## src/rtl/pio_bus_master.sv

```systemverilog
// pio_bus_master: Avalon-MM initiator for single-register PIO slaves, fed from a small command FIFO.
// Optional readback verification of every write is enabled by defining PIO_MASTER_READBACK_EN.
module pio_bus_master #(
   parameter int ADDR_W       = 2,
   parameter int DATA_W       = 8,
   parameter int FIFO_DEPTH   = 4,
   parameter int READ_LATENCY = 0
) (
   input  logic              clk_i,
   input  logic              reset_i,
   input  logic              cmd_valid_i,
   output logic              cmd_ready_o,
   input  logic              cmd_write_i,
   input  logic [ADDR_W-1:0] cmd_address_i,
   input  logic [DATA_W-1:0] cmd_wdata_i,
   output logic              rsp_valid_o,
   output logic [DATA_W-1:0] rsp_rdata_o,
   output logic              busy_o,
   output logic              err_mismatch_o,
   output logic [ADDR_W-1:0] address_o,
   output logic              chipselect_o,
   output logic              write_n_o,
   output logic              read_n_o,
   output logic [DATA_W-1:0] writedata_o,
   input  logic [DATA_W-1:0] readdata_i
);

   localparam int PTR_W = $clog2(FIFO_DEPTH);
   localparam int ENT_W = 1 + ADDR_W + DATA_W;
   localparam logic [PTR_W:0] FULL_COUNT = (PTR_W + 1)'(FIFO_DEPTH);
   localparam logic [1:0] LAT_LAST = (READ_LATENCY > 0) ? 2'(READ_LATENCY - 1) : 2'd0;

   typedef enum logic [1:0] {IDLE, XFER, RWAIT} state_t;

   logic [ENT_W-1:0]  fifo_mem_q [FIFO_DEPTH];
   logic [PTR_W-1:0]  wr_ptr_q, rd_ptr_q;
   logic [PTR_W:0]    count_q, count_d;
   logic              full, empty, push, pop, capture;
   logic              head_write;
   logic [ADDR_W-1:0] head_addr;
   logic [DATA_W-1:0] head_data;

   state_t            state_q;
   logic              cur_write_q;
   logic [1:0]        lat_cnt_q;
   logic              chipselect_q, write_n_q, read_n_q;
   logic [ADDR_W-1:0] address_q;
   logic [DATA_W-1:0] writedata_q;
   logic              rsp_valid_q;
   logic [DATA_W-1:0] rsp_rdata_q;

   assign full        = (count_q == FULL_COUNT);
   assign empty       = (count_q == '0);
   assign push        = cmd_valid_i && !full;
   assign cmd_ready_o = !full;
   assign {head_write, head_addr, head_data} = fifo_mem_q[rd_ptr_q];

   // Writes chain back-to-back only when no readback has to be slotted in behind them.
`ifdef PIO_MASTER_READBACK_EN
   assign pop = !empty && (state_q == IDLE);
`else
   assign pop = !empty && ((state_q == IDLE) || ((state_q == XFER) && cur_write_q));
`endif

   assign capture = ((state_q == XFER) && !cur_write_q && (READ_LATENCY == 0)) ||
                    ((state_q == RWAIT) && (lat_cnt_q == LAT_LAST));

   always_comb begin
      count_d = count_q;
      if (push && !pop)
         count_d = count_q + 1'b1;
      else if (!push && pop)
         count_d = count_q - 1'b1;
   end

   always_ff @(posedge clk_i) begin
      if (reset_i) begin
         wr_ptr_q <= '0;
         rd_ptr_q <= '0;
         count_q  <= '0;
      end else begin
         if (push) begin
            fifo_mem_q[wr_ptr_q] <= {cmd_write_i, cmd_address_i, cmd_wdata_i};
            wr_ptr_q             <= wr_ptr_q + 1'b1;
         end
         if (pop)
            rd_ptr_q <= rd_ptr_q + 1'b1;
         count_q <= count_d;
      end
   end

`ifdef PIO_MASTER_READBACK_EN
   logic              is_rb_q, rb_check_q, err_q;
   logic [DATA_W-1:0] rb_wdata_q, rb_data_q;
`endif

   // Bus strobes default to idle every cycle; a pop or readback re-arms them for exactly one cycle.
   always_ff @(posedge clk_i) begin
      if (reset_i) begin
         state_q      <= IDLE;
         cur_write_q  <= 1'b0;
         lat_cnt_q    <= 2'd0;
         chipselect_q <= 1'b0;
         write_n_q    <= 1'b1;
         read_n_q     <= 1'b1;
         address_q    <= '0;
         writedata_q  <= '0;
         rsp_valid_q  <= 1'b0;
         rsp_rdata_q  <= '0;
`ifdef PIO_MASTER_READBACK_EN
         is_rb_q      <= 1'b0;
         rb_check_q   <= 1'b0;
         err_q        <= 1'b0;
         rb_wdata_q   <= '0;
         rb_data_q    <= '0;
`endif
      end else begin
         chipselect_q <= 1'b0;
         write_n_q    <= 1'b1;
         read_n_q     <= 1'b1;
         address_q    <= '0;
         writedata_q  <= '0;
         rsp_valid_q  <= 1'b0;
`ifdef PIO_MASTER_READBACK_EN
         rb_check_q   <= 1'b0;
         if (rb_check_q && (rb_data_q != rb_wdata_q))
            err_q <= 1'b1;
`endif
         if (pop) begin
            chipselect_q <= 1'b1;
            write_n_q    <= !head_write;
            read_n_q     <= head_write;
            address_q    <= head_addr;
            writedata_q  <= head_write ? head_data : '0;
            cur_write_q  <= head_write;
`ifdef PIO_MASTER_READBACK_EN
            is_rb_q      <= 1'b0;
`endif
         end

         if (capture) begin
`ifdef PIO_MASTER_READBACK_EN
            if (is_rb_q) begin
               rb_data_q  <= readdata_i;
               rb_check_q <= 1'b1;
            end else begin
               rsp_rdata_q <= readdata_i;
               rsp_valid_q <= 1'b1;
            end
`else
            rsp_rdata_q <= readdata_i;
            rsp_valid_q <= 1'b1;
`endif
         end

         case (state_q)
            IDLE: begin
               if (pop)
                  state_q <= XFER;
            end
            XFER: begin
               if (cur_write_q) begin
`ifdef PIO_MASTER_READBACK_EN
                  chipselect_q <= 1'b1;
                  read_n_q     <= 1'b0;
                  address_q    <= address_q;
                  cur_write_q  <= 1'b0;
                  is_rb_q      <= 1'b1;
                  rb_wdata_q   <= writedata_q;
`else
                  if (!pop)
                     state_q <= IDLE;
`endif
               end else if (READ_LATENCY == 0) begin
                  state_q <= IDLE;
               end else begin
                  lat_cnt_q <= 2'd0;
                  state_q   <= RWAIT;
               end
            end
            RWAIT: begin
               if (lat_cnt_q == LAT_LAST)
                  state_q <= IDLE;
               else
                  lat_cnt_q <= lat_cnt_q + 2'd1;
            end
            default: state_q <= IDLE;
         endcase
      end
   end

`ifdef PIO_MASTER_READBACK_EN
   assign err_mismatch_o = err_q;
`else
   assign err_mismatch_o = 1'b0;
`endif

   assign busy_o       = !empty || (state_q != IDLE);
   assign rsp_valid_o  = rsp_valid_q;
   assign rsp_rdata_o  = rsp_rdata_q;
   assign address_o    = address_q;
   assign chipselect_o = chipselect_q;
   assign write_n_o    = write_n_q;
   assign read_n_o     = read_n_q;
   assign writedata_o  = writedata_q;

endmodule

```

## config.mk

```make
export PLATFORM = sky130hd
export DESIGN_NAME = pio_bus_master
export DESIGN_NICKNAME = d
export VERILOG_FILES = /design/src/rtl/pio_bus_master.sv
export SDC_FILE = /design/constraint.sdc
export NUM_CORES = 1
export LEC_CHECK = 0
export ABC_AREA = 0
export CAP_MARGIN = 10
export CORE_MARGIN = 5
export CORE_UTILIZATION = 40
export DETAILED_ROUTE_END_ITERATION = 16
export GPL_ROUTABILITY_DRIVEN = 1
export PLACE_DENSITY = 0.75
export SLEW_MARGIN = 10
export SYNTH_ARGS = -nofsm -noshare
export SYNTH_HDL_FRONTEND = slang
export SYNTH_SLANG_ARGS = --single-unit
export TNS_END_PERCENT = 5
```

## constraint.sdc

```tcl
create_clock -name clk_i -period 2.1 [get_ports clk_i]
set_input_delay 0.42 -clock clk_i [delete_from_list [all_inputs] [get_ports clk_i]]
set_output_delay 0.42 -clock clk_i [all_outputs]
set_load 0.1 [all_outputs]
```

## Yosys cells after proc, flatten, opt, wreduce, memory -nomap -nowiden

Memories as Yosys holds them, arrays and structs flattened. A register that Yosys moved wholly into a read port is not among the register bits.
Index checks and enable logic that the tools add are counted.

- Register bits after elaboration: 34
- Bits in writable memories: 44
- Bits of input ports: 22
- Output and inout port bits: 25
- Logic and storage cells: 67
- Memories: 1

- Add/sub/neg operators: 5
- Eq/ne operators: 6
- Mux-type cells: 14
- Bitwise gates (word level): 3
- Reductions and logical operators: 25

Memory list:

| memory | depth | width | read ports | clocked after Yosys merged registers in | write ports | RTL line | source |
|---|---|---|---|---|---|---|---|
| fifo_mem_q | 4 | 11 | 1 | 1 | 1 | 35 | `logic [ENT_W-1:0] fifo_mem_q [FIFO_DEPTH];` |

Operators with widths:

| kind | count |
|---|---|
| 2-to-1 mux 2 bit | 6 |
| logical AND 1 bit | 7 |
| adder 2 x 1 -> 2 bit (second input constant) | 3 |
| logical NOT 1 bit | 6 |
| 2-to-1 mux 3 bit | 2 |
| case mux 2 bit (3 select lines) | 1 |
| 2-to-1 mux 1 bit | 5 |
| logical NOT 2 bit | 2 |
| nonzero test 2 bit | 2 |
| adder 3 x 1 -> 3 bit (second input constant) | 1 |
| == test 3 bit (second input constant) | 1 |
| logical NOT 3 bit | 1 |
| logical OR 1 bit | 3 |
| inequality test 3 bit (second input constant) | 1 |
| inverter 1 bit | 3 |
| AND reduction 3 bit | 1 |
| OR reduction 3 bit | 1 |
| subtractor 3 x 1 -> 3 bit (second input constant) | 1 |
| == test 2 x 1 -> 1 bit (second input constant) | 1 |
| == test 2 bit (second input constant) | 1 |
| inequality test 2 x 1 -> 1 bit (second input constant) | 1 |
| inequality test 2 bit (second input constant) | 1 |
| AND reduction 2 bit | 1 |
| OR reduction 2 bit | 1 |

## Longest topological paths before layout

- Depth in word-level cells: 7
- Gate-level depth with buffers: 9
- Depth with buffers taken out: 8

## Least setup slack after synthesis

No wires, ideal clock.

- Kind: register -> register
- From: register state_q[0]
- To: register count_q[2]
- Library setup time: 70 ps
- Arrival time: 2,053 ps
- Required time: 2,030 ps
- Setup slack: -23 ps
- Cell stages (with the launch flop): 10
- Buffers on the path: 1
- Period minus slack after synthesis: 2,123 ps
- Path through: dfxtp_1 -> or2b_2 -> clkbuf_1 -> nand2_1 -> ha_1 -> inv_1 -> fa_1 -> xor2_1 -> or3_1 -> a21oi_1

- Longest elaborated chain between the ends: 7
- Elaborated cells on any way between the ends: 10
- Those cells by class: eq/ne (1); mux (1); reduce/logical (8)

RTL lines:

| item | RTL line | source |
|---|---|---|
| from (decl) | 43 | `state_t state_q;` |
| from (signal assigned) | 100 | `state_q <= IDLE;` |
| from (signal assigned) | 159 | `state_q <= XFER;` |
| from (signal assigned) | 172 | `state_q <= IDLE;` |
| == test 2 x 1 -> 1 bit | 62 | `assign pop = !empty && ((state_q == IDLE) \|\| ((state_q == XFER) && cur_write_q));` |
| logical AND 1 bit | 62 |  |
| logical OR 1 bit (*) | 62 |  |
| logical AND 1 bit (*) | 62 |  |
| logical NOT 1 bit | - |  |
| logical AND 1 bit | 70 | `if (push && !pop)` |
| 2-to-1 mux 3 bit or nonzero test 2 bit (tied branches) | - |  |
| to (signal assigned) | 88 | `count_q <= count_d;` |
| to (decl) | 37 | `logic [PTR_W:0] count_q, count_d;` |

Mark *: on every way between the ends. The rest lies on a longest branch, timed or not.
A chain may end at the register's enable or synchronous reset.

## Worst setup path after layout

- From: register count_q[2]
- To: register count_q[2]

- Longest elaborated chain between the ends: 6
- Elaborated cells on any way between the ends: 15
- Those cells by class: add/sub (2); eq/ne (1); mux (2); reduce/logical (10)

RTL lines:

| item |
|---|
| parallel branches: the longest is 6 deep, another holds subtractor 3 x 1 -> 3 bit |

Several ways; the timed one is not identified. The select of a mux whose other input is x is not followed.

==> metrics.cfg <==
[outcome]
outcome=complete, no violations

[final_layout]
fin_util=0.547
area_delta_synth_final_pct=32.3
final_design_area_no_fill_sq_mm=0.00374
diodes=0
layout_commonest_cell=edfxtp_1
drive_above_1_share=0.327
layout_common_cells=44 x edfxtp_1, 38 x buf_4, 33 x dfxtp_1
fin_cells=353
nNetsFinal=280

[critical_path]
critical_path_class=reg -> reg
cpMaxStageDelayCell=or3_4
end_kind=flop
crit_buf_inv=1
crit_family=simple AND/OR/NAND/NOR gates
crit_path_start_kind=flop
critPathMaxFanout=2
cp.arrival_ps=2300
path_cells=or3_4 -> nand2_2 -> ha_2 -> inv_1 -> fa_1 -> xor2_1 -> or3_1 -> a21oi_1
required_ps=2380
slowest_delay_ps=390

[synth]
yosysTopAreaCellShare=0.467
synth_compound_gate_area_share=0.0336
syn_area_per_cell_sq_um=15.4
synth_top_family_by_area=simple AND/OR/NAND/NOR gates
muxShareOfSynthArea=0.0952
synth_nets=211
synthXorXnorAreaFrac=0.00620
synth_area_leaders=edfxtp_1 47%, dfxtp_1 23%, mux4_2 8.8%
synth.distinct_cells=32
synth_area_sq_mm=0.00283
synth_cells=183
synth-simple-area-share=0.111
synth_warnings=0
seq_area_frac_synth=0.701
synth_fa_ha_area_frac=0.0292
ys_ff_latch=77
netlist.top_cell.by_area=edfxtp_1

[routing]
avgRoutedWirePerCell_um=13.8
drt-initial-drc-count=68
via_count=1616
ant_nets=0
viasPerCell=4.58
drt_drc_violations_left=0
drt-total-wl_um=4860
first_pass_iters=4

[floorplan]
dieArea_sq_mm=0.00885
start_util=0.414
die_w_um=94.1
pin_count=47
fp.dieH_um=94.1
core_sq_mm=0.00683
num_rows=30

[cts]
cts_buffers=9
tritoncts=done
root_buffer=clkbuf_8
clk_pin_slew_worst_paths_ps=80
numClockSinks=77
clk_latency_ps=340
hold_buffers=0
clockBufferDepth=2
htree_num_levels=3

[place]
dpl.hpwl_um=3450
numPortBuffers=45
place.gp.congestion=0.770
pre_cts_ws_ps=-285
place_area_sq_mm=0.00351
dp_cells=336

[global_routing]
grt_max_degree=22
grt-ovfl-total=0
grt_pass1_vias=1701
met3_usage=0.0377
grt_pass1_wl_um=8090
grt_use_met1=0.150
grt_antenna_before_repair=0
use_met2=0.197
grt.total_usage=0.124
grt.busiest_layer=met2

[pwr]
finalPower_mw=5.27
peakVddDrop_v=0.000737
pwr_density_cell_mw_per_mm2=1410
p_leak_nw=1.38

[timing]
slew_viol_final=0
post-route-period-util=0.966
hold_violations=0
worst_slack_ps=71.1
grt_setup_unrepaired=false
skew_ps=4.70
setup_viol=0
fmax_mhz=493
tns_ps=0
post-route-min-period_ps=2030
fin_hold_ws_ps=461

[worst_hold_path]
hp-class=reg -> reg

[job]
drv_cap=0

kinds of logic after synthesis:
kind of cell	Yosys count
flops	77
simple gates	53
compound gates	18
mux	13
buf+inv	13
fa+ha+maj	6
xor+xnor	2
other cells	1
worst register-to-register path, cell delays in order (launching register included):
cell and delay [ps]:
dfxtp_1 320, or3_4 390, nand2_2 90, ha_2 170, inv_1 50, fa_1 370
xor2_1 160, or3_1 300, a21oi_1 130
per-layer routing:
metal | up-vias | part of all wire
met1 | 782 | 0.44
li1 | 797 | -
met2 | 27 | 0.51
met4 | 0 | 0.016
met5 | - | 0
met3 | 10 | 0.037
worst paths after layout:
kind              cells after the start           start             end  slack (ps)
setup reg to reg                      8      count_q[2]      count_q[2]          70
setup / recovery                      8      count_q[2]      count_q[2]          70
hold / removal                        2  rsp_rdata_o[3]  rsp_rdata_o[3]         460
hold reg to reg                       2  rsp_rdata_o[3]  rsp_rdata_o[3]         460
where the power goes:
part,switching [mW],internal (mW),leakage [nW]
clock,0.510,0.662,0.107
combinational,1.37,0.804,0.605
sequential,0.118,1.81,0.669
total,2.00,3.27,1.38
synthesized netlist by cell type (all sizes together):
library cell	instances
fa	1
xor2	2
nor2b	10
nor3	4
clkbuf	1
a21oi	13
inv	6
nand2	17
dfxtp	33
a32o	1
nand3	3
and2	6
ha	5
mux4	11
mux2	1
edfxtp	44
nand2b	1
nor2	5
nand4	1
or3	3
buf	6
conb	1
o21ai	4
nor3b	1
mux2i	1
or2b	2
sequential cells by signal (all words and copies together) (netlist names), named ones only:
| name | cells |
|---|---|
| writedata_o | 8 |
| chipselect_o | 1 |
| fifo_mem_q | 44 |
| cur_write_q | 1 |
| read_n_o | 1 |
| rsp_rdata_o | 8 |
| address_o | 2 |
| rd_ptr_q | 2 |
| state_q | 1 |
| wr_ptr_q | 2 |
| rsp_valid_o | 1 |
| count_q | 3 |
| write_n_o | 1 |
area by class of cell:
type                            instances  area (sq um)
Sequential cell                        77          1980
Tap cell                               96           120
Fill cell                             566          3090
Clock buffer                            9           124
Inverter                                6          22.5
Clock inverter                          7          90.1
Timing Repair Buffer                   65           616
Multi-Input combinational cell         93           786
timing repair:
item / in CTS / in global routing
setup buffers: 0 / 1
endpoints found under the hold margin: 0 / 0
gates resized for setup: 0 / 2
endpoints found under the setup margin: 0 / 1
Note: power is estimated with default switching activity, not from simulation.
